--- src/rtl/eb_ctrl_pkg.sv ---
// eb_ctrl_pkg: shared widths, gains and saturation helpers for the current loop.
package eb_ctrl_pkg;
  localparam int ERR_W = 10;
  localparam int INTEG_W = 17;
  localparam int I_SHIFT = 4;
  localparam int D_GAIN_SHIFT = 2;
  localparam int DEC_FULL = 20;
  localparam int DEC_FAST = 9;
  localparam int D_W = 9;
  localparam int SUM_W = 15;
  localparam int HIST_D = 3;
  localparam logic [11:0] MAG_MAX = 12'hFFF;
  function automatic logic signed [ERR_W-1:0] sat_err(input logic signed [12:0] x);
    return (x > 13'sd511) ? 10'sd511 : (x < -13'sd512) ? 10'sh200 : x[ERR_W-1:0];
  endfunction
  function automatic logic signed [D_W-1:0] sat_d(input logic signed [10:0] x);
    return (x > 11'sd255) ? 9'sd255 : (x < -11'sd256) ? 9'sh100 : x[D_W-1:0];
  endfunction
endpackage

--- src/rtl/err_hist_q.sv ---
// err_hist_q: shift queue of past error samples; dout_old is the oldest entry.
module err_hist_q
  import eb_ctrl_pkg::*;
#(
  parameter int W = ERR_W,
  parameter int D = HIST_D
) (
  input  logic                clk,
  input  logic                rst_n,
  input  logic                clr,
  input  logic                shift,
  input  logic signed [W-1:0] din,
  output logic signed [W-1:0] dout_old
);
  logic [D-1:0][W-1:0] r_q;
  always_ff @(posedge clk or negedge rst_n)
    if (!rst_n) r_q <= '0;
    else if (clr) r_q <= '0;
    else if (shift) r_q <= {r_q[D-2:0], din};
  assign dout_old = r_q[D-1];
endmodule

--- src/rtl/pid_curr_ctrl.sv ---
// pid_curr_ctrl: decimated PID motor-current loop producing a 12-bit PWM drive magnitude.
module pid_curr_ctrl
  import eb_ctrl_pkg::*;
#(
  parameter bit FAST_SIM = 0
) (
  input  logic        clk,
  input  logic        rst_n,
  input  logic [11:0] target_curr,
  input  logic [11:0] avg_curr,
  input  logic        cur_valid,
  input  logic        not_pedaling,
  output logic [11:0] drv_mag,
  output logic        drv_valid
);
  localparam int DEC_W = FAST_SIM ? DEC_FAST : DEC_FULL;
  logic [DEC_W-1:0] r_cnt;
  logic signed [ERR_W-1:0] r_err;
  logic signed [ERR_W-1:0] w_hist_old;
  logic [INTEG_W-1:0] r_integ;
  logic r_v1;
  logic r_np;
  logic w_tick;
  logic signed [12:0] w_diff;
  logic signed [INTEG_W+1:0] w_integ_nx;
  logic [INTEG_W-1:0] w_integ_clamp;
  logic signed [D_W-1:0] w_d;
  logic [12:0] w_i_term;
  logic signed [SUM_W-1:0] w_sum;
  logic [11:0] w_mag;
  assign w_tick = &r_cnt;
  assign w_diff = $signed({1'b0, target_curr}) - $signed({1'b0, avg_curr});
  assign w_integ_nx = $signed({2'b00, r_integ}) + (INTEG_W+2)'(r_err);
  // sign bit means underflow, bit INTEG_W means overflow past the 17-bit ceiling
  assign w_integ_clamp = w_integ_nx[INTEG_W+1] ? '0 : w_integ_nx[INTEG_W] ? '1 : w_integ_nx[INTEG_W-1:0];
  assign w_d = sat_d(11'(r_err) - 11'(w_hist_old));
  assign w_i_term = 13'(r_integ >> I_SHIFT);
  assign w_sum = SUM_W'(r_err) + $signed({2'b00, w_i_term}) + (SUM_W'(w_d) <<< D_GAIN_SHIFT);
  assign w_mag = w_sum[SUM_W-1] ? '0 : (w_sum > 15'sd4095) ? MAG_MAX : w_sum[11:0];
  err_hist_q u_hist (
    .clk     (clk),
    .rst_n   (rst_n),
    .clr     (not_pedaling),
    .shift   (w_tick),
    .din     (r_err),
    .dout_old(w_hist_old)
  );
  always_ff @(posedge clk or negedge rst_n)
    if (!rst_n) begin
      r_cnt     <= '0;
      r_err     <= '0;
      r_integ   <= '0;
      r_v1      <= 1'b0;
      r_np      <= 1'b0;
      drv_mag   <= '0;
      drv_valid <= 1'b0;
    end else begin
      r_cnt     <= r_cnt + 1'b1;
      r_v1      <= cur_valid;
      drv_valid <= r_v1;
      r_np      <= not_pedaling;
      if (not_pedaling) begin
        r_err   <= '0;
        r_integ <= '0;
      end else begin
        if (cur_valid) r_err <= sat_err(w_diff);
        if (w_tick) r_integ <= w_integ_clamp;
      end
      if (r_np) drv_mag <= '0;
      else if (r_v1) drv_mag <= w_mag;
    end
endmodule
--- config.mk ---
export PLATFORM = sky130hd
export DESIGN_NAME = pid_curr_ctrl
export DESIGN_NICKNAME = d
export VERILOG_FILES = /design/src/rtl/eb_ctrl_pkg.sv /design/src/rtl/err_hist_q.sv /design/src/rtl/pid_curr_ctrl.sv
export SDC_FILE = /design/constraint.sdc
export NUM_CORES = 1
export LEC_CHECK = 0
export CORE_ASPECT_RATIO = 0.5
export CORE_MARGIN = 2
export CORE_UTILIZATION = 45
export DETAILED_ROUTE_END_ITERATION = 16
export GPL_ROUTABILITY_DRIVEN = 1
export SLEW_MARGIN = 15
export SYNTH_ARGS = -nofsm -noshare
export SYNTH_HDL_FRONTEND = slang
export SYNTH_SLANG_ARGS = --single-unit
--- constraint.sdc ---
create_clock -name clk -period 6.71 [get_ports clk]
set_input_delay 1.342 -clock clk [delete_from_list [all_inputs] [get_ports clk]]
set_output_delay 1.342 -clock clk [all_outputs]
set_load 0.005 [all_outputs]
After elaboration in Yosys (flattened, before gate mapping). Cells that the tools add are included. Widths: inputs -> output; s select.

Flip-flop bits (word level): 92. Output and inout port bits: 13.

Add/sub/neg operators: 6. $lt $le $gt $ge: 5. Multiplexer cells: 16. Reductions and logical operators: 4.

Operator list (count): $mux 17 (4); $mux 30 (2); $mux 12 (4); $mux 10 (4); $add 20x1->20 const B (1); $reduce_and 20->1 (1); $add 18x10->19 (1); $mux 9 (2); $add 10x14->15 (1); $add 15x11->15 (1); $gt 15x13->1 const B (1); $gt 13x10->1 const B (1); $lt 13x10->1 const B (1); $sub 12x12->13 (1); $gt 11x9->1 const B (1); $lt 11x9->1 const B (1); $sub 10x10->11 (1); $reduce_bool 2->1 (3).

Logic depth before layout (Yosys ltp).
Depth after elaboration: 10. Mapped depth: 23.

Cells and area by module. Synthesis repeated with hierarchy kept, for this count alone.

Cell total of the unflattened synthesis: 724. Area total of the unflattened synthesis: 6857.8 µm².

By module, submodules not included: pid_curr_ctrl (instances 1, cells each 617, area each 5536.6 µm², sequential area each 1551.5 µm²); err_hist_q (instances 1, cells each 107, area each 1321.3 µm², sequential area each 750.7 µm²).

Worst setup path before layout. OpenSTA, ideal clock, no wires.

Path type: register to register. Start point: register r_err[0]. End point: register drv_mag[1]. Data arrival time: 4.731 ns. Data required time: 6.568 ns. Slack: 1.837 ns. Cell stages (with the launch flop): 24. Buffers on the path: 1. Clock period less this slack: 4.873 ns. Cells stage by stage: dfrtp_1 > inv_1 > ha_1 > fa_1 > nor2b_1 > o21ai_0 > a21o_1 > a211oi_1 > o21ai_0 > o221a_2 > a21oi_2 > o21ai_0 > fa_1 > inv_1 > ha_1 > a211oi_1 > o211ai_1 > nand4_1 > a21oi_2 > a21oi_1 > o21bai_1 > mux2i_1 > buf_2 > a22oi_1.

Cells in the longest elaborated chain, start to end: 10. Elaborated cells between the ends (all ways): 12. Classes of those cells: add/sub (3); order compare (3); mux (6).

Ends and longest elaborated chain: from (decl) (RTL line pid_curr_ctrl.sv:18) `logic signed [ERR_W-1:0] r_err;`; from (signal assigned) (RTL line pid_curr_ctrl.sv:66) `if (cur_valid) r_err <= sat_err(w_diff);`; $sub 10x10->11 (RTL line pid_curr_ctrl.sv:36) `assign w_d = sat_d(11'(r_err) - 11'(w_hist_old));`; $lt 11x9->1 (RTL line eb_ctrl_pkg.sv:17) `return (x > 11'sd255) ? 9'sd255 : (x < -11'sd256) ? 9'sh100 : x[D_W-1:0];`; $mux 9 (2 in a row) (RTL line eb_ctrl_pkg.sv:17); $add 15x11->15 (*) (RTL line pid_curr_ctrl.sv:38) `assign w_sum = SUM_W'(r_err) + $signed({2'b00, w_i_term}) + (SUM_W'(w_d) <<< D_GAIN_SHIFT);`; $gt 15x13->1 (RTL line pid_curr_ctrl.sv:39) `assign w_mag = w_sum[SUM_W-1] ? '0 : (w_sum > 15'sd4095) ? MAG_MAX : w_sum[11:0];`; $mux 12 (RTL line pid_curr_ctrl.sv:39); $mux 12 (*) (RTL line pid_curr_ctrl.sv:39); $mux 12 (*) (RTL line pid_curr_ctrl.sv:70) `else if (r_v1) drv_mag <= w_mag;`; $mux 12 (*) (RTL line pid_curr_ctrl.sv:69) `if (r_np) drv_mag <= '0;`; to (signal assigned) (RTL line pid_curr_ctrl.sv:70); to (decl) (RTL line pid_curr_ctrl.sv:13) `output logic [11:0] drv_mag,`.

Mark *: on every way between the ends. The rest lies on a longest branch, timed or not. The select of a mux whose other input is x is not followed. A chain may end at the register's enable or synchronous reset.

Worst setup path after layout.
Start point: register r_err[0]. End point: register drv_mag[8].

Same word-level chain as after synthesis.

==> reports/metrics.yaml <==
detailed_routing:
  routedWlPerCell_um: 14.43
  routed_via_density: 5.247
  dr.pass1.iters: 4
  ant_nets: 0
  drc: 0
  wirelength_mm: 13.98
  drt-initial-drc-count: 333
  dr_total_vias: 5084
sta:
  finalHoldViolCount: 0
  clock_skew_ns: 0.01116
  maxSlewHeadroom_pct: 41.96
  setup_viol: 0
  finalSetupTns_ns: 0
  fin_crit_ns: 5.270
  tightestPinTransition_ns: 0.8686
  setup_slack_ns: 1.440
  max_freq_ghz: 0.1898
  maxSlewViolCount: 0
  rsz0062_at_grt: "false"
  finalCritPeriodShare_pct: 78.54
critical_path:
  start_kind: "flip-flop"
  r2r-start: "r_err[0]"
  required_ns: 6.94
  cp_slowest_cell: "fa_1"
  cp.arrival_ns: 5.50
  ff2ff_setup_slack_ns: 1.44
  crit_chain: "inv_1, ha_1, fa_1, nor2b_1, o21ai_0, a21o_1, a211oi_1, o21ai_0, o221a_2, a21oi_2, o21ai_0, fa_1, inv_1, ha_1, a211oi_1, o211ai_1, nand4_1, a21oi_2, a21oi_1, o21bai_1, mux2i_1, buf_4, a22oi_1"
  r2r_cells: 23
  r2r_end: "drv_mag[8]"
  crit_type: "flip-flop to flip-flop"
  endpoint_kind: "flip-flop"
  critPathMaxFanout: 12
  cp_common_cell: "o21ai_0"
  cp_slowest_stage_delay_ns: 0.58
synthesis:
  yosysTopAreaCellShare_pct: 35.25
  synthSimpleGateAreaFrac_pct: 16.88
  syn_area_um2: 6531
  synth_top_family_by_area: "compound AO/OA/AOI/OAI gates"
  synthXorXnorAreaFrac_pct: 7.107
  yosysTopAreaCell: "dfrtp_1"
  synthMuxAreaShare_pct: 0.6705
  synthesis.nets: 826
  synth-edff-count: 0
  synth_compound_area_share_pct: 19.83
  ys_seq_elements: 92
  synth_area_leaders: "dfrtp_1 (35%), ha_1 (11%), nand2_1 (6.2%)"
  avgSynthCellArea_um2: 9.009
  yosys_warnings: 0
  ys.flop_type: "dfrtp_1"
  postSynth.asyncResetShare_pct: 100.0
  yosysSeqAreaShare_pct: 35.25
  synth_cells: 725
  synthAdderAreaFrac_pct: 15.82
  ys_types: 64
grt:
  grt_remaining_overflow: 0
  grt_use_total_pct: 19.46
  grt_max_degree: 57
  grt_pass1_vias: 4961
  grt_pass1_wl_mm: 24.03
  antenna_found_initial: 0
cts:
  clockBufferDepth: 2
  cts-root-buf: "clkbuf_16"
  cts_hold_buf: 0
  cts_buffers: 9
  cts-htree-levels: 3
  cts_tree: "done"
  clock_sinks: 92
  post_cts_buffers: 0
  cts_resized: 0
  insertion_delay_ns: 0.35
  clk_pin_slew_worst_paths_ns: 0.07
finish:
  num_antenna_cells: 0
  drive_gt1_share_pct: 7.134
  fillCellCount: 1351
  syn_to_final_growth_pct: 14.20
  fin_nets: 867
run_status:
  status: "finished, final reports clean"
die:
  placementRows: 31
  die_area_um2: 15550
  coreArea_um2: 14310
  io_pins: 41
  start_util_pct: 45.63
  die_y_um: 89.19
  die-width_um: 174.4
placement:
  port_buffers: 40
  finalWeightedCongestion: 0.8618
  hpwl_mm: 10.66
  dp_slack_ns: 1.437
hold_path:
  hold_class: "flip-flop to flip-flop"
  min_path_cells: 1
  holdPathEnd: "r_cnt[0]"
  min-delay-start: "r_cnt[0]"
power:
  p_per_area_nw_per_um2: 268.0
  p_leak_nw: 3.387
  ir_drop_uv: 126.2
run:
  maxCapViolations: 0
-- critical path, delay by kind of cell (launching register included) --
family	cells	cell delay [ns]
buf+inv	3	0.35
mux	1	0.21
flops	1	0.40
fa+ha+maj	4	1.49
simple gates	2	0.30
compound gates	13	2.39
-- layout by cell type, fill, tap and decap left out, types with 12 or more instances in the layout --
cell type | Yosys | layout
clkdlybuf4s50_1 | 0 | 39
nor2b_1 | 16 | 16
ha_1 | 57 | 57
a22oi_1 | 12 | 12
nor2_1 | 42 | 42
inv_1 | 53 | 53
o21ai_0 | 18 | 18
nand3_1 | 14 | 14
a21oi_1 | 72 | 72
xnor2_1 | 42 | 42
nand2_1 | 108 | 108
fa_1 | 16 | 16
dfrtp_1 | 92 | 92
-- how the worst max path moves through the flow --
stage	from	end	slack, ns
3_3_place_gp	r_err[0]	drv_mag[10]	1.59
4_1_cts	r_err[0]	drv_mag[4]	1.42
3_5_place_dp	r_err[0]	drv_mag[2]	1.44
6_report	r_err[0]	drv_mag[8]	1.44
5_1_grt	r_err[0]	drv_mag[8]	0.89
2_1_floorplan	r_err[0]	drv_mag[1]	1.84
-- stage by stage --
stage	utilization (%)	instance area (um^2)	power, mW	cells	hold WS [ns]
after CTS	52.11	7458	2.021	969	0.4739
after floorplan	-	6531	1.255	725	0.3810
final	52.11	7458	1.999	969	0.4697
after global routing	52.11	7458	2.162	969	0.4861
after global placement	49.98	7153	1.490	953	0.4555
after detailed placement	49.98	7153	1.498	953	0.4582
-- layout make-up --
class,instances,area [um^2],area share [%]
clock buffers,9,225.2,3.020
clock inverters,7,80.08,1.074
inverters,53,198.9,2.667
multi-input cells,561,3939,52.81
flip-flops and latches,92,2302,30.87
well taps,198,247.7,3.322
repair buffers,49,465.4,6.241
-- kinds of logic after synthesis --
group / count (synthesis)
multiplexers: 4
buffers and inverters: 72
XOR/XNOR: 53
AND/OR/NAND/NOR: 238
flip-flops: 92
AO/OA/AOI/OAI: 193
adder cells (fa/ha/maj): 73
-- sequential cells by signal, indices dropped and copies added (netlist names) --
name and count:
r_integ 17, r_err 10, r_v1 1, drv_valid 1
r_np 1, r_cnt 20, u_hist.dout_old 10, drv_mag 12
u_hist.r_q 20
-- cell usage after synthesis, types with 5 or more instances --
cell type / number
ha_1: 57
fa_1: 16
and3_1: 8
a211oi_1: 5
a31oi_1: 5
a21oi_2: 5
xnor2_1: 42
nor2_1: 42
xor2_1: 11
nor2b_1: 16
clkbuf_1: 10
a22oi_1: 12
o21a_1: 5
a21oi_1: 72
nand2_1: 108
a221o_1: 7
inv_1: 53
dfrtp_1: 92
nand3_1: 14
o21ai_0: 18
buf_2: 7
or3_1: 6
o21ai_1: 10
o21ai_2: 11
o21bai_1: 5
nand2b_1: 11
nor3_1: 11
a21o_1: 11
-- report_power, final --
group | internal [mW] | switching (mW) | leakage (nW)
Clock | 0.266 | 0.247 | 0.146
Combinational | 0.392 | 0.469 | 1.99
Sequential | 0.586 | 0.0396 | 1.25
-- layer usage --
layer,wire length (um),track usage [%]
met2,6314,32.72
met4,119,4.278
met3,307,3.231
met1,7243,26.89
met5,0,0
(Power assumes the default switching activity.)
